**src/rtl/vdic_dut_alu_responder_if.sv**
```systemverilog
// Word-protocol bundle between vdic_dut_bfm (master) and the ALU responder (slave).
// Optional status_o field is present when VDIC_DUT_STATUS_EN is defined.
interface vdic_dut_alu_responder_if;
  logic [8:0] din;
  logic       din_valid;
  logic       din_ready;
  logic [7:0] data1_o;
  logic [7:0] data2_o;
  logic       dout_valid;
`ifdef VDIC_DUT_STATUS_EN
  logic [3:0] status_o;

  modport master (
    output din, din_valid,
    input  din_ready, data1_o, data2_o, dout_valid, status_o
  );
  modport slave (
    input  din, din_valid,
    output din_ready, data1_o, data2_o, dout_valid, status_o
  );
`else
  modport master (
    output din, din_valid,
    input  din_ready, data1_o, data2_o, dout_valid
  );
  modport slave (
    input  din, din_valid,
    output din_ready, data1_o, data2_o, dout_valid
  );
`endif
endinterface

```
**src/rtl/vdic_dut_alu_responder.sv**
```systemverilog
// Responder end of the vdic_dut word protocol: buffers data bytes, folds them with the
// command's operation and returns a 16-bit result. VDIC_DUT_STATUS_EN adds status_o.
module vdic_dut_alu_responder #(
  parameter int unsigned MAX_WORDS = 9
) (
  input logic                      clk,
  input logic                      rst_n,
  vdic_dut_alu_responder_if.slave  bus
);
  localparam int unsigned CW = $clog2(MAX_WORDS + 1);
  localparam logic [CW-1:0] MaxCnt = CW'(MAX_WORDS);

  localparam logic [7:0] OpNop = 8'h00;
  localparam logic [7:0] OpAnd = 8'h01;
  localparam logic [7:0] OpOr  = 8'h02;
  localparam logic [7:0] OpXor = 8'h03;
  localparam logic [7:0] OpAdd = 8'h10;
  localparam logic [7:0] OpSub = 8'h20;

  typedef enum logic [1:0] {StIdle, StCollect, StCalc, StOut} state_e;

  state_e        state_q, state_d;
  logic [CW-1:0] count_q, idx_q;
  logic [7:0]    buf_q [MAX_WORDS];
  logic [7:0]    code_q;
  logic          ovf_q;
  logic [15:0]   acc_q;
  logic [15:0]   data_q;
  logic          dout_valid_q;

  logic          accept, is_cmd, illegal, err;
  logic [15:0]   opnd, op_res;

  assign accept  = bus.din_valid && bus.din_ready;
  assign is_cmd  = bus.din[8];
  assign opnd    = {8'h00, buf_q[idx_q]};
  assign illegal = !(code_q inside {OpNop, OpAnd, OpOr, OpXor, OpAdd, OpSub});
  assign err     = illegal || (count_q == '0) || ovf_q;

  always_comb begin
    op_res = acc_q;
    case (code_q)
      OpAnd:   op_res = acc_q & opnd;
      OpOr:    op_res = acc_q | opnd;
      OpXor:   op_res = acc_q ^ opnd;
      OpAdd:   op_res = acc_q + opnd;
      OpSub:   op_res = acc_q - opnd;
      default: op_res = acc_q;
    endcase
  end

  // State register
  always_ff @(posedge clk or negedge rst_n) begin
    if (!rst_n) state_q <= StIdle;
    else        state_q <= state_d;
  end

  // Next-state logic
  always_comb begin
    state_d = state_q;
    unique case (state_q)
      StIdle:    if (accept) state_d = is_cmd ? StOut : StCollect;
      StCollect: if (accept && is_cmd) state_d = StCalc;
      StCalc:    if (idx_q == count_q - CW'(1)) state_d = StOut;
      StOut:     state_d = StIdle;
      default:   state_d = StIdle;
    endcase
  end

  // Output logic
  always_comb begin
    bus.din_ready  = (state_q == StIdle) || (state_q == StCollect);
    bus.dout_valid = dout_valid_q;
    bus.data1_o    = data_q[15:8];
    bus.data2_o    = data_q[7:0];
  end

  // Packet storage needs no reset: it is only read below count_q.
  always_ff @(posedge clk) begin
    if (accept && !is_cmd && (count_q != MaxCnt)) buf_q[count_q] <= bus.din[7:0];
  end

  always_ff @(posedge clk or negedge rst_n) begin
    if (!rst_n) begin
      count_q      <= '0;
      idx_q        <= '0;
      code_q       <= 8'h00;
      ovf_q        <= 1'b0;
      acc_q        <= 16'h0000;
      data_q       <= 16'h0000;
      dout_valid_q <= 1'b0;
    end else begin
      dout_valid_q <= 1'b0;
      unique case (state_q)
        StIdle: if (accept) begin
          if (is_cmd) code_q  <= bus.din[7:0];
          else        count_q <= CW'(1);
        end
        StCollect: if (accept) begin
          if (is_cmd)                  code_q  <= bus.din[7:0];
          else if (count_q == MaxCnt)  ovf_q   <= 1'b1;
          else                         count_q <= count_q + CW'(1);
        end
        StCalc: begin
          acc_q <= (idx_q == '0) ? {8'h00, buf_q[0]} : op_res;
          idx_q <= idx_q + CW'(1);
        end
        StOut: begin
          data_q       <= (err || code_q == OpNop) ? 16'h0000 : acc_q;
          dout_valid_q <= 1'b1;
          count_q      <= '0;
          idx_q        <= '0;
          ovf_q        <= 1'b0;
        end
        default: ;
      endcase
    end
  end

`ifdef VDIC_DUT_STATUS_EN
  logic       carry_q, step_carry;
  logic [3:0] status_q;

  // Carry out of bit 15 for ADD, borrow for SUB; the load cycle never carries.
  always_comb begin
    step_carry = 1'b0;
    if (idx_q != '0) begin
      if (code_q == OpAdd)      step_carry = ({1'b0, acc_q} + {1'b0, opnd}) > 17'h0FFFF;
      else if (code_q == OpSub) step_carry = acc_q < opnd;
    end
  end

  always_ff @(posedge clk or negedge rst_n) begin
    if (!rst_n) begin
      carry_q  <= 1'b0;
      status_q <= 4'h0;
    end else if (state_q == StCalc) begin
      carry_q  <= carry_q | step_carry;
    end else if (state_q == StOut) begin
      status_q <= {carry_q, ovf_q, count_q == '0, illegal};
      carry_q  <= 1'b0;
    end
  end

  always_comb bus.status_o = status_q;
`endif
endmodule

```
**src/flat_wrapper.sv**
```systemverilog
// flat-port wrapper written by rule: the top's interface ports become plain ports
module vdic_dut_alu_responder_flat 
#(
  parameter int unsigned MAX_WORDS = 9
)
  (clk, rst_n, bus_din, bus_din_valid, bus_din_ready, bus_data1_o, bus_data2_o, bus_dout_valid);
  vdic_dut_alu_responder_if bus_i ();
  input logic clk;
  input logic rst_n;
  input wire logic [$bits(bus_i.din)-1:0] bus_din;
  input wire logic [$bits(bus_i.din_valid)-1:0] bus_din_valid;
  output wire logic [$bits(bus_i.din_ready)-1:0] bus_din_ready;
  output wire logic [$bits(bus_i.data1_o)-1:0] bus_data1_o;
  output wire logic [$bits(bus_i.data2_o)-1:0] bus_data2_o;
  output wire logic [$bits(bus_i.dout_valid)-1:0] bus_dout_valid;
  assign bus_i.din = bus_din;
  assign bus_i.din_valid = bus_din_valid;
  assign bus_din_ready = bus_i.din_ready;
  assign bus_data1_o = bus_i.data1_o;
  assign bus_data2_o = bus_i.data2_o;
  assign bus_dout_valid = bus_i.dout_valid;
  vdic_dut_alu_responder #(.MAX_WORDS(MAX_WORDS)) u_core (.clk(clk), .rst_n(rst_n), .bus(bus_i));
endmodule
```
**config.mk**
```make
export PLATFORM = sky130hd
export DESIGN_NAME = vdic_dut_alu_responder_flat
export DESIGN_NICKNAME = d
export VERILOG_FILES = /design/src/rtl/vdic_dut_alu_responder_if.sv /design/src/rtl/vdic_dut_alu_responder.sv /design/src/flat_wrapper.sv
export SDC_FILE = /design/constraint.sdc
export NUM_CORES = 1
export LEC_CHECK = 0
export CAP_MARGIN = 20
export CORE_ASPECT_RATIO = 0.6
export CORE_MARGIN = 5
export CORE_UTILIZATION = 35
export DETAILED_ROUTE_END_ITERATION = 8
export RECOVER_POWER = 25
export SYNTH_ARGS = -nofsm -noshare
export SYNTH_HDL_FRONTEND = slang
export SYNTH_SLANG_ARGS = --single-unit
```
**constraint.sdc**
```tcl
create_clock -name clk -period 4.2 [get_ports clk]
set_clock_uncertainty 0.15 [all_clocks]
set_input_delay 0.84 -clock clk [delete_from_list [all_inputs] [get_ports clk]]
set_output_delay 0.84 -clock clk [all_outputs]
set_load 0.01 [all_outputs]
```
* Word level (Yosys, flattened, before mapping) *
Memories as Yosys holds them, arrays and structs flattened.
Index checks and enable logic that the tools add are counted.

word-level totals
  flip-flop bits (word level) = 52
  bits in writable memories = 72
  bits of input ports = 12
  output and inout bits = 18
  word-level logic and storage cells = 83
  memories = 1

operators by class
  add/subtract/negate cells = 5
  equal/unequal tests = 19
  muxes and demuxes = 22
  bitwise operators = 3
  reduce and logical (&&, ||, !) cells = 25

memories
  name          words  width  read ports  clocked after memory_dff  wr ports  line                          RTL
  u_core.buf_q  9      8      2           0                         1         vdic_dut_alu_responder.sv:24  logic [7:0] buf_q [MAX_WORDS];

operators with widths
  cell                                                             count
  16-bit one-hot mux with 5 select lines                           1
  16-bit two-way mux                                               2
  4-bit two-way mux                                                5
  16-bit by 8-bit adder with 16-bit output                         1
  16-bit by 8-bit bitwise AND with 16-bit output                   1
  8-bit by 2-bit == test with 1-bit output, second input constant  2
  16-bit by 8-bit OR with 16-bit output                            1
  16-bit by 8-bit subtractor with 16-bit output                    1
  16-bit by 8-bit XOR with 16-bit output                           1
  4-bit one-hot mux with 3 select lines                            1
  6-bit nonzero test                                               2
  4-bit by 1-bit adder with 4-bit output, second input constant    2
  8-bit by 1-bit == test with 1-bit output, second input constant  1
  8-bit by 5-bit == test with 1-bit output, second input constant  1
  8-bit by 6-bit == test with 1-bit output, second input constant  1
  4-bit logical NOT                                                2
  8-bit logical NOT                                                1
  2-bit two-way mux                                                4
  2-bit by 1-bit != test with 1-bit output, second input constant  4
  2-bit != test, second input constant                             4
  2-bit one-hot mux with 4 select lines                            1
  4-bit one-hot mux with 2 select lines                            1
  1-bit two-way mux                                                6
  3-bit AND reduction                                              2
  17 further kinds                                                 26

* Logic depth before layout (Yosys ltp) *
Gate-level depths: netlist of run 1.

  word-level depth = 7
  depth in mapped cells = 19

* Worst setup path after synthesis of run 1 *
No wires, ideal clock.

  path kind = register to register
  start point = register u_core.idx_q[1]
  end point = register u_core.acc_q[12]
  setup time = 69 ps
  arrival = 3682 ps
  required time = 3981 ps
  path slack = 299 ps
  cell stages (with the launch flop) = 18
  clock period less this slack = 3901 ps
  path through = dfrtp_1 -> clkbuf_1 -> buf_2 -> mux4_2 -> mux2i_1 -> nor2_1 -> a21oi_1 -> inv_1 -> nor3_1 -> ha_1 -> a21oi_1 -> ha_1 -> a21oi_1 -> nand2_1 -> o21ai_0 -> a21oi_1 -> or4_1 -> nand3_1

on the way
  longest elaborated chain between the ends = 4
  elaborated cells on any way between the ends = 8
  classes of those cells = add/sub: 2; mux: 2; reduce/logical: 3; memory: 1

RTL lines
  what                                                                                                              line                                                        RTL
  from (decl)                                                                                                       vdic_dut_alu_responder.sv:23                                logic [CW-1:0] count_q, idx_q;
  from (signal assigned)                                                                                            vdic_dut_alu_responder.sv:106                               idx_q <= idx_q + CW'(1);
  memory read 9 x 8 bit                                                                                             --
  16-bit by 8-bit subtractor with 16-bit output / 16-bit by 8-bit adder with 16-bit output (equally long branches)  vdic_dut_alu_responder.sv:47, vdic_dut_alu_responder.sv:46
  16-bit one-hot mux with 5 select lines                                                                            vdic_dut_alu_responder.sv:42                                case (code_q)
  16-bit two-way mux                                                                                                vdic_dut_alu_responder.sv:105                               acc_q <= (idx_q == '0) ? {8'h00, buf_q[0]} : op_res;
  to (signal assigned)                                                                                              vdic_dut_alu_responder.sv:105
  to (decl)                                                                                                         vdic_dut_alu_responder.sv:27                                logic [15:0] acc_q;

Parallel ways exist; a longest one is shown, timed or not.
A chain may end at the register's enable or synchronous reset.

* Final worst setup path of run 1 *
  start point = register u_core.idx_q[0]
  end point = register u_core.acc_q[12]

The elaborated chain is that of the path after synthesis.

==> results of run 1 <==
==> layout by cell type, fill, tap and decap left out, types with 11 or more instances in the layout <==
master	n
o21ai_0	52
xnor2_1	18
ha_1	41
inv_1	46
edfxtp_1	72
a21oi_1	27
clkdlybuf4s50_1	24
nand2_1	64
dfrtp_1	48
clkbuf_16	18
nor2_1	28
mux2i_1	11
mux4_2	14
buf_4	29
==> routing by layer <==
| metal | up-vias | share of wire [%] | GRT usage [%] |
|---|---|---|---|
| met2 | 157 | 39 | 20.4 |
| li1 | 2255 | - | - |
| met4 | 2 | 0.76 | 3.00 |
| met1 | 2444 | 53 | 25.6 |
| met3 | 16 | 6.7 | 3.80 |
| met5 | - | 0.076 | 0 |
==> area by class of cell <==
type	count	area share (%)
multi-input combinational	398	37.4
sequential	124	42.5
timing repair buffer	61	6.75
clock inverter	13	2.02
tap	246	3.77
inverter	47	2.16
clock buffer	19	5.43
==> kinds of logic (layout without fill, tap and decap cells) <==
kind of cell	after synthesis	count (layout)	synth area share, %
simple gates	153	153	11.6
fa+ha+maj	44	44	8.30
buf+inv	71	140	4.49
compound gates	141	141	12.9
xor+xnor	26	26	3.39
mux	34	34	7.82
flops	124	124	51.5
==> final timing paths <==
| path | cells past startpoint | slack, ps | to | startpoint |
|---|---|---|---|---|
| min in group asynchronous | 1 | 780 | u_core.data_q[6] | rst_n |
| worst max-delay path | 17 | 170 | u_core.acc_q[12] | u_core.idx_q[0] |
| max in group asynchronous | 1 | 1890 | u_core.idx_q[1] | rst_n |
| worst min-delay path | 1 | 360 | u_core.code_q[3] | u_core.code_q[3] |
| worst min register to register | 1 | 360 | u_core.code_q[3] | u_core.code_q[3] |
| worst max register to register | 17 | 170 | u_core.acc_q[12] | u_core.idx_q[0] |
==> flip-flops by register name (all words and copies together) (netlist names) <==
register	count
u_core.acc_q	16
u_core.ovf_q	1
u_core.data_q	16
u_core.count_q	4
u_core.code_q	8
u_core.idx_q	4
u_core.bus.dout_valid	1
u_core.state_q	2
u_core.buf_q	72
==> power groups by stage <==
stage | clock (mW) | combinational, mW | sequential [mW]
6_report | 1.52 | 2.89 | 1.72
3_5_place_dp | 0 | 2.62 | 1.72
3_3_place_gp | 0 | 2.54 | 1.72
2_1_floorplan | 0 | 1.98 | 1.58
4_1_cts | 1.54 | 2.67 | 1.70
5_1_grt | 1.59 | 3.20 | 1.74
==> cell usage after synthesis (2+ instances only) <==
| master | number | area (um^2) |
|---|---|---|
| o211ai_1 | 4 | 30.0 |
| o21ai_1 | 6 | 30.0 |
| nand3b_1 | 2 | 15.0 |
| o21a_1 | 2 | 15.0 |
| xnor2_1 | 18 | 158 |
| o31ai_1 | 5 | 37.5 |
| nand4_1 | 2 | 12.5 |
| a21oi_1 | 30 | 150 |
| and2_1 | 9 | 56.3 |
| nor2b_1 | 6 | 37.5 |
| o21ai_0 | 59 | 295 |
| o2111ai_1 | 2 | 17.5 |
| and3_1 | 2 | 12.5 |
| nand2b_1 | 4 | 25.0 |
| dfrtp_1 | 52 | 1300 |
| mux2i_1 | 12 | 120 |
| o22ai_1 | 5 | 31.3 |
| clkbuf_1 | 12 | 45.0 |
| nor2_1 | 30 | 113 |
| ha_1 | 43 | 538 |
| buf_6 | 3 | 33.8 |
| a21o_1 | 4 | 30.0 |
| mux2_2 | 8 | 90.1 |
| mux4_2 | 14 | 315 |
| nor3_1 | 8 | 40.0 |
| nand3_1 | 9 | 45.0 |
| a221oi_2 | 2 | 30.0 |
| nand2_1 | 64 | 240 |
| nor4b_4 | 2 | 47.6 |
| buf_2 | 7 | 35.0 |
| inv_1 | 46 | 173 |
| a211oi_1 | 3 | 22.5 |
| a22oi_1 | 4 | 30.0 |
| or4_1 | 2 | 15.0 |
| edfxtp_1 | 72 | 2160 |
| nor3b_1 | 2 | 15.0 |
| xor2_1 | 8 | 70.1 |
==> worst max-delay path: cells and delay by family, from the launching register on <==
kind,cells,cell delay [ps]
compound gates,6,900
flops,1,430
mux,1,520
buf+inv,3,440
simple gates,5,990
fa+ha+maj,2,530
==> repair_timing <==
item / in CTS / in global routing
setup buffers: 1 / 6
pin swaps: 1 / 1
endpoints found under the setup margin: 4 / 7
hold buffers: 0 / 0
gates cloned: 0 / 1
gates resized for setup: 3 / 29
==> results.toml, run 1 <==
[yosys]
ys_types = 67
netlist_instances = 593
syn-num-nets = 649
synth.cell_area_um2 = 6720
yosysWarnings = 0
synth_ff_type = "edfxtp_1"
syn_avg_cell_area_um2 = 11.3
synth_edf_count = 72
synth-seq-cells = 124
ys_async_sr_fraction_pct = 41.9
ys_seq_area_share_pct = 51.5

[global_route]
grt_start_max_net_pins = 35
grt_pass1_vias = 4764
grt_overflow_total = 0
antenna_found_initial = 1
grt_first_pass_wirelength_mm = 27.2
grt_usage_pct = 15.6

[critical_path]
critPathCaptureType = "flop"
worstPathArrival_ps = 4230
cp_max_fo = 7
cp.required_ps = 4400
worstSetupPathType = "reg2reg"
cpMostUsedCell = "a21oi_1"
cp_cell_sequence = "clkbuf_16 > mux4_2 > a221oi_4 > inv_2 > nor2_4 > nand3_1 > nor3_2 > ha_1 > a21oi_1 > ha_1 > buf_4 > o21ai_0 > a21oi_1 > o21ai_1 > a21oi_1 > or4_1 > nand3_1"
slowest_stage = "mux4_2"
cp-start-kind = "flop"
critical_path.max_stage_delay_ps = 520

[timing]
drv_slew = 35
fin_crit_sh_pct = 95.9
worst_hold_slack_ps = 363
fmax_ghz = 0.248
finalSetupViolations = 0
tns_ps = 0
slew_headroom_pct = -24.8
min_period_ps = 4030
worst_pin_slew_ps = 1870
hold_violations = 0
setup_slack_ps = 171

[routing]
vias = 4874
routed_wl_mm = 17.2
firstDrtPassIters = 5
drc = 0
wire_per_inst_um = 18.9
drtIter0Drc = 454
vias_per_cell = 5.37
ant_nets = 0

[power_and_ir_drop]
switching_share_pct = 39.9
clkPwrFrac_pct = 24.8
p_switching_mw = 2.45
p_int_mw = 3.68
pwr_density_cell_nw_per_um2 = 751
seq_power_share_pct = 28.1
comb_power_share_pct = 47.1
peakVddDrop_uv = 368
finalPower_mw = 6.13
leakagePower_nw = 3.17

[placed_design]
hpwlAfterDp_mm = 12.6
placedInstanceArea_um2 = 7380
dp_worst_setup_slack_ps = -46.5
dp_cells = 868
io_buffers = 29
gp_congestion = 0.916

[cells_and_area]
register_area_um2 = 3470
syn_to_final_growth_pct = 21.4
fin_area_um2 = 8160
nFillCells = 1714
antenna_cells = 0
multiInputGateArea_um2 = 3050
drive_gt1_share_pct = 17.8
fin_cells = 908
num-nets-final = 705
final_util_pct = 43.1

[die]
core_um2 = 18900
pin_count = 30
start_util_pct = 35.5
fp-row-count = 39
die_area_um2 = 22200
die_h_um = 117
die_w_um = 189

[worst_hold_path]
hp-class = "reg2reg"

[run_status]
violations = "capacitance limit, slew limit"
outcome = "finished, violations left"

[clock_network]
cts_tree = "done"
cts.path.max_buffers = 2
insertion_delay_ps = 410
clk_pin_slew_ps = 60
root_buffer = "clkbuf_16"
cts_buffers = 17
clkSinkCount = 124
cts_max_level = 4

[job]
drv_cap = 1
Note: power is estimated with default switching activity, not from simulation.
==> run 2: changes to the inputs <==
- CORE_UTILIZATION: 35 -> 40
==> run 2 against run 1 <==
Effect of this change:
- the run still ends with capacitance limit, slew limit left
- die area down 12%
- global-route usage is 2.2 points higher
- count of clock-buffer cells in the layout increased by 3
- critical path depth shrank 1
- largest power group unchanged
- first-iteration DRC count increased by 3.3%
- via count decreased by 0.31%
- final cell count down 1.9%
- clock power about the same
- sequential share of layout area decreased by 0.063 points
- combinational power about the same
- hold slack lost 4.1 ps
==> results.toml, run 2 (same netlist as run 1, synthesis figures left out) <==
[cells_and_area]
nFillCells = 1413
layout_common_cells = "72 x edfxtp_1, 64 x nand2_1, 54 x o21ai_0"
syn_to_final_growth_pct = 21.5
largest_reg_flops = 72
reg.largest.list = "u_core.buf_q (72), u_core.acc_q (16), u_core.data_q (16)"
drive_gt1_share_pct = 18.1
num-nets-final = 706
antenna_cells = 0
fin_area_um2 = 8170
multiInputGateArea_um2 = 3060
register_area_um2 = 3470
fin_cells = 891
regMostFlops = "u_core.buf_q"
layout_commonest_cell = "edfxtp_1"

[die]
fp-row-count = 36
die_area_um2 = 19600
die_h_um = 110
die_w_um = 177
pin_count = 30
start_util_pct = 41.1
core_um2 = 16400

[critical_path]
reg2reg_from = "u_core.idx_q[0]"
startpoint = "u_core.idx_q[0]"
cp.required_ps = 4370
reg2regPathDepth = 16
worstPathArrival_ps = 4250
rr_endpoint = "u_core.acc_q[15]"
reg2reg_setup_slack_ps = 120
critPathCaptureType = "flop"
cp-start-kind = "flop"
worstSetupPathType = "reg2reg"
cp_max_fo = 7

[timing]
drv_slew = 30
rsz0062_at_grt = "true"
slew_headroom_pct = -10.3
finalSetupViolations = 0
fmax_ghz = 0.245
min_period_ps = 4080
worst_pin_slew_ps = 1650
fin_crit_sh_pct = 97.2
hold_violations = 0

[clock_network]
cts_max_level = 4
insertion_delay_ps = 420
holdBufCountCts = 0
cts_tree = "done"
cts.path.max_buffers = 2
root_buffer = "clkbuf_16"
clk_pin_slew_ps = 60
clkSinkCount = 124
cts_buffers = 17

[power_and_ir_drop]
peakVddDrop_uv = 333
pwr_density_cell_nw_per_um2 = 751
leakagePower_nw = 3.19

[routing]
wl_met3_mm = 1.34
wire_per_inst_um = 19.6
vias = 4859
wl_met2_mm = 6.77
drc = 0
top_layer_used = "met4"
routed_wl_mm = 17.4
firstDrtPassIters = 5
wl_met1_mm = 9.26
ant_nets = 0
drtIter0Drc = 469
vias_per_cell = 5.45

[worst_hold_path]
min_path_cells = 1
holdCritStartpoint = "u_core.code_q[2]"
hp-class = "reg2reg"
whs_endpoint = "u_core.code_q[2]"

[global_route]
antenna_found_initial = 0
grt_pass1_vias = 4604
grt_usage_pct = 17.8
grt_overflow_total = 0
grt_first_pass_wirelength_mm = 26.7
grt_start_max_net_pins = 30

[placed_design]
io_buffers = 29
gp_congestion = 0.893
hpwlAfterDp_mm = 12.7
placedInstanceArea_um2 = 7380
dp_cells = 853

[job]
drv_cap = 1

[run_status]
violations = "capacitance limit, slew limit"
outcome = "finished, violations left"
==> run 2: worst max-delay path by stage <==
stage / endpoint / depth (start not counted)
finish: u_core.acc_q[15] / 16
global route: u_core.acc_q[15] / 17
floorplan: u_core.acc_q[12] / 17
global placement: u_core.acc_q[15] / 17
CTS: u_core.acc_q[15] / 17
detailed placement: u_core.acc_q[15] / 17
==> run 2: repair_timing <==
action,in CTS,in global routing
gates resized for setup,3,26
setup endpoints to repair,1,9
cloned,0,1
pin swaps,0,5
hold endpoints to repair,0,0
setup buffers,0,5
==> run 2: stage by stage <==
stage	hold slack [ps]	TNS, ps	total power [mW]	utilization (%)	worst slack, ps
floorplan	296	0	3.56	-	299
global placement	340	0	4.26	45.1	63.3
detailed placement	347	-10.8	4.32	45.1	-10.8
CTS	324	0	5.86	48.9	21.6
global route	373	-141	6.53	49.9	-76.4
finish	359	0	6.13	49.9	118
==> run 2: layout make-up <==
class / count / share of cell area (%)
inverters: 47 / 2.16
repair buffers: 62 / 6.88
clock inverters: 10 / 1.18
flip-flops and latches: 124 / 42.4
clock buffers: 22 / 6.33
multi-input cells: 398 / 37.5
well taps: 228 / 3.49
==> run 2: worst max-delay path: stages (launching register included) <==
cell       delay [ps]
dfrtp_2           430
buf_12            160
mux4_2            510
a221o_1           380
nor2_4            150
nand3_1           140
nor3_2            140
ha_1              240
a21oi_1           170
ha_2              240
nand2_1           110
a2111oi_4         330
buf_4             170
o21ai_0           120
a211oi_1          330
o21ai_0           120
o31ai_1            90
==> run 2: routing by layer <==
layer  GRT usage [%]  vias up
li1                -     2255
met1            30.1     2430
met2            21.2      167
met3            5.19        7
met4            4.43        0
met5               0        -
==> run 2: report_power, final <==
part / switching, mW / internal, mW
Sequential: 0.254 / 1.45
Combinational: 1.63 / 1.29
Clock: 0.564 / 0.939
==> run 3: changes to the inputs <==
- SLEW_MARGIN: unset -> 5
- clock period: 4.2 -> 4.55 ns (I/O delays scaled with it)
==> run 3 against run 2 <==
Effect of this change:
- the flow still finishes with violations (capacitance limit, slew limit)
- worst setup slack improved by 94 ps
- core utilization decreased by 1.5 points
- register-to-register slack improved by 90 ps
- die area unchanged
- sequential power decreased by 9%
- maximum frequency decreased by 5.9%
- flip-flop and latch count unchanged
- non-clock buffer count decreased by 20
- critical path depth decreased by 1
- sequential share of layout area increased by 1.3 points
- critical endpoint is now u_core.acc_q[12]
- largest cell class unchanged
==> results.toml, run 3 (same netlist as run 1, synthesis figures left out) <==
[timing]
slew_headroom_pct = -31.6
fmax_ghz = 0.231
drv_slew = 34
fin_crit_sh_pct = 95.3
min_period_ps = 4340
finalSetupViolations = 0
worst_pin_slew_ps = 1970
hold_violations = 0

[run_status]
outcome = "finished, violations left"
violations = "capacitance limit, slew limit"

[die]
fp-row-count = 36
die_w_um = 177
pin_count = 30
die_area_um2 = 19600
die_h_um = 110
core_um2 = 16400
start_util_pct = 41.1

[worst_hold_path]
hp-class = "reg2reg"

[clock_network]
cts_resized = 0
cts_buffers = 17
insertion_delay_ps = 420
holdBufCountCts = 0
cts.path.max_buffers = 2
cts_max_level = 4
clkSinkCount = 124
clk_pin_slew_ps = 70
cts_tree = "done"
root_buffer = "clkbuf_16"
post_cts_buffers = 0

[cells_and_area]
reg.largest.list = "u_core.buf_q (72), u_core.acc_q (16), u_core.data_q (16)"
final_util_pct = 48.5
antenna_cells = 0
regMostFlops = "u_core.buf_q"
nFillCells = 1456
layout_common_cells = "72 x edfxtp_1, 64 x nand2_1, 58 x o21ai_0"
multiInputGateArea_um2 = 3000
num-nets-final = 686
layout_commonest_cell = "edfxtp_1"
drive_gt1_share_pct = 13.1
fin_cells = 871
syn_to_final_growth_pct = 17.9
register_area_um2 = 3460
largest_reg_flops = 72

[critical_path]
rr_endpoint = "u_core.acc_q[12]"
worstSetupPathType = "reg2reg"
worstPathArrival_ps = 4550
startpoint = "u_core.idx_q[0]"
critPathCaptureType = "flop"
cp-start-kind = "flop"
reg2reg_from = "u_core.idx_q[0]"
endpoint = "u_core.acc_q[12]"
cp.required_ps = 4760
reg2regPathDepth = 15
reg2reg_setup_slack_ps = 210
cp_max_fo = 17

[power_and_ir_drop]
leakagePower_nw = 3.07
pwr_density_cell_nw_per_um2 = 687
peakVddDrop_uv = 366
finalPower_mw = 5.44

[global_route]
grt_usage_pct = 17.7
grt_first_pass_wirelength_mm = 27.0
grt_pass1_vias = 4778
grt_overflow_total = 0
grt_start_max_net_pins = 34
antenna_found_initial = 0

[placed_design]
dp_cells = 839
io_buffers = 29
gp_congestion = 0.895
hpwlAfterDp_mm = 12.4

[routing]
ant_nets = 0
firstDrtPassIters = 5
wire_per_inst_um = 19.4
vias = 4777
drtIter0Drc = 366
vias_per_cell = 5.48
routed_wl_mm = 16.9
drc = 0

[job]
drv_cap = 1
## run 3: worst min path at each step
stage	slack [ps]	start	endpoint	depth (start not counted)
after floorplan	300	u_core.acc_q[15]	u_core.acc_q[15]	1
after global placement	340	u_core.code_q[6]	u_core.code_q[6]	1
after detailed placement	350	u_core.code_q[3]	u_core.code_q[3]	1
after CTS	360	u_core.code_q[6]	u_core.code_q[6]	1
after global routing	390	u_core.code_q[6]	u_core.code_q[6]	1
final	360	u_core.code_q[6]	u_core.code_q[6]	1
## run 3: layer usage
metal / part of all wire, % / vias up / routed length (um) / track usage [%]
met1: 53 / 2378 / 8930 / 29.0
met4: 0.50 / 2 / 85 / 4.22
li1: - / 2217 / - / -
met3: 7.3 / 10 / 1240 / 4.71
met2: 39 / 170 / 6570 / 22.2
met5: 0.54 / - / 92 / 3.65
## run 3: area by class of cell
type	instances	share of cell area, %
clock inverters	12	2.15
flip-flops and latches	124	43.7
well taps	228	3.60
clock buffers	20	5.51
inverters	47	2.23
multi-input cells	398	37.8
repair buffers	42	4.97
## run 3: per-stage QoR
| step | setup WS (ps) | setup TNS, ps | hold slack (ps) | area, um^2 |
|---|---|---|---|---|
| 2_1_floorplan | 649 | 0 | 296 | 6720 |
| 3_3_place_gp | 256 | 0 | 342 | 7280 |
| 3_5_place_dp | 148 | 0 | 349 | 7280 |
| 4_1_cts | 141 | 0 | 364 | 7880 |
| 5_1_grt | -49.3 | -70.2 | 388 | 7920 |
| 6_report | 212 | 0 | 364 | 7920 |
## run 3: power by group
| part | total (mW) | internal, mW | switching, mW |
|---|---|---|---|
| logic | 2.46 | 1.03 | 1.43 |
| clock network | 1.42 | 0.914 | 0.504 |
| registers | 1.56 | 1.34 | 0.224 |
## run 3: worst max-delay path, cell delays in order (launching register included)
cell and delay, ps:
dfrtp_1 390, buf_12 190, mux4_2 530, and3b_1 190, a221oi_2 420, nand3_2 240, nor3_2 180, ha_1 260
a21oi_1 130, ha_1 320, a21oi_1 230, nand2_1 80, o21ai_1 220, a21oi_1 160, or4_1 500, nand3_1 90
==> RTL edit (flow settings as in run 1) <==
Re-encode `state_e` (4 states) as one-hot, 4 bits wide.
--- a/src/rtl/vdic_dut_alu_responder.sv
+++ b/src/rtl/vdic_dut_alu_responder.sv
@@ -17,7 +17,7 @@
   localparam logic [7:0] OpAdd = 8'h10;
   localparam logic [7:0] OpSub = 8'h20;
 
-  typedef enum logic [1:0] {StIdle, StCollect, StCalc, StOut} state_e;
+  typedef enum logic [3:0] {StIdle = 4'b0001, StCollect = 4'b0010, StCalc = 4'b0100, StOut = 4'b1000} state_e;
 
   state_e        state_q, state_d;
   logic [CW-1:0] count_q, idx_q;
Check against the original RTL: no difference found for any inputs over 4 cycles, from zero or initial values and one cycle with rst_n low; so few cycles prove little.
==> RTL edit against run 1 <==
  * The flow still finishes with violations (max-capacitance violations, max-slew violations)
  * Cell area rose by 3.3%
  * Setup slack worse by 0.10 ns
  * Synthesized area rose by 0.48%
  * Total power down 27%
  * Sequential share of layout area shrank 0.78 points
  * Sequential cell count increased by 2
  * Wire length grew 3.2%
  * Synthesized cell count down 4.9%
  * Critical path type unchanged
  * Highest routed layer is now met4
==> RTL edit: results (changes against run 1) <==
Fillers=1692 (-1.3%); status=complete, but fails checks; max cap viols=1 (unchanged); global-route wire length before repair=27800 um (+2.2%); Root Driver=clkbuf_16; Top Registers=u_core.buf_q (72), u_core.acc_q (16), u_core.data_q (16); Static Leak=3.26 nW (+3.0%); worst-case reg-to-reg path depth=14 (-3); post-synth net total=617 (-4.9%); Int Pwr=2.98 mW (-19%); CP max FO=6 (-1); Unique masters post-synth=69 (+3.0%); average routed wire per standard cell=19.6 um (+3.6%); GPL Wtd Cong=0.920 (+0.49%); ys async rst share=42.9% (+0.92 points); Max-slew headroom=-15.7% (+9.1 points); Synth top cells by count=72 x edfxtp_1, 53 x dfrtp_1, 51 x nand2_1; Diodes inserted=0 (unchanged); warnings from Yosys=0 (unchanged); Worst-Skew Late Latency=0.42 ns; Seq pwr share=35.6% (+7.5 points); Power Total=4.49 mW (-27%); Slew Viols, Final=31 (-11%); Worst-path clk slew=0.06 ns (about the same); vias in the first global route=4783 (+0.40%); GRT Overall Usage=16.0% (+0.48 points); EDFF count, synth=72 (unchanged); layout cells sized above 1=23.1% (+5.3 points); initial DRC count=351 (-23%); max reg flops=72 (unchanged); CTS H-tree depth=4 (unchanged); initial antenna violation count=0 (-1); hold crit path type=reg -> reg; Hold Path Stages=1 (unchanged); Area contributors post-synth=edfxtp_1 32%, dfrtp_1 20%, ha_1 7.4%; CTS Buf Count=17 (unchanged); first-pass detailed-route iteration total=5 (unchanged); sequential share of the synthesized area=52.0% (+0.51 points); port bufs=29 (unchanged); fin nets=699 (-0.85%); Final HPWL DP=12600 um (-0.11%); CTS max path bufs=2 (unchanged); Comb group=1.45 mW (-50%); largest net degree at the start of global routing=31 (-11%); crit path DAT=4.33 ns (+0.10 ns); Worst VDD drop=0.335 mV (-8.9%); Via-to-Cell Ratio=5.40 (+0.59%); violated checks=max-capacitance violations, max-slew violations
[RTL edit: layer usage]
layer  track usage (%)  up-vias  wire length [um]  share of wire, %
met3              4.15       18              1030               5.8
met4              3.66        0               182               1.0
li1                  -     2293                 -                 -
met5                 0        -                 0                 0
met1              25.9     2422              9530                54
met2              21.1      148              6960                39
[RTL edit: cell type report]
cell class	instances	area share (%)
multi-input combinational	388	37.6
clock buffer	17	5.05
clock inverter	14	1.71
tap	246	3.65
timing repair buffer	84	8.97
inverter	29	1.29
sequential	126	41.7
[RTL edit: worst paths after layout]
check                                                  start                             to  slack [ns]
worst max register to register   u_core.idx_q[0]$_DFFE_PN0P_   u_core.acc_q[15]$_DFFE_PN0P_        0.07
worst min-delay path            u_core.data_q[2]$_DFFE_PN0P_   u_core.data_q[2]$_DFFE_PN0P_        0.36
min in group asynchronous                              rst_n  u_core.count_q[3]$_DFFE_PN0P_        0.72
worst max-delay path             u_core.idx_q[0]$_DFFE_PN0P_   u_core.acc_q[15]$_DFFE_PN0P_        0.07
worst min register to register  u_core.data_q[2]$_DFFE_PN0P_   u_core.data_q[2]$_DFFE_PN0P_        0.36
max in group asynchronous                              rst_n    u_core.acc_q[5]$_DFFE_PN0P_        2.00
[RTL edit: stage by stage]
| stage | std cells | instance area (sq um) | util [%] | setup slack, ns | TNS (ns) |
|---|---|---|---|---|---|
| 4_1_cts | 886 | 8130 | 42.8 | 0.0153 | 0 |
| 3_3_place_gp | 855 | 7550 | 39.8 | -0.0501 | -0.0501 |
| 3_5_place_dp | 855 | 7550 | 39.8 | -0.0751 | -0.128 |
| 5_1_grt | 904 | 8430 | 44.4 | -0.0313 | -0.0685 |
| 6_report | 904 | 8430 | 44.4 | 0.0706 | 0 |
| 2_1_floorplan | 564 | 6760 | - | 0.0539 | 0 |
[RTL edit: kinds of logic (layout without fill, tap and decap cells)]
| family | Yosys count | in the layout | synth area share, % |
|---|---|---|---|
| fa+ha+maj | 41 | 41 | 7.71 |
| flops | 126 | 126 | 52.0 |
| xor+xnor | 20 | 20 | 2.59 |
| compound gates | 137 | 137 | 14.4 |
| mux | 30 | 30 | 7.78 |
| simple gates | 160 | 160 | 12.4 |
| buf+inv | 50 | 144 | 3.11 |
[RTL edit: what timing repair did]
item	4_1_cts	5_1_grt
cloned	0	1
pin swaps	0	17
setup endpoints to repair	2	7
setup buffers	0	17
gates resized for setup	2	33
[RTL edit: critical path, cell delays in order (launching register included)]
cell	delay, ns
dfrtp_2	0.45
buf_12	0.16
mux4_1	0.54
and3b_1	0.19
a221oi_2	0.25
nand3_2	0.18
or3_4	0.45
o21ai_1	0.15
ha_1	0.29
and2_1	0.19
a32o_1	0.28
o21ai_2	0.20
nand4_1	0.16
a211o_1	0.33
o21ai_1	0.07
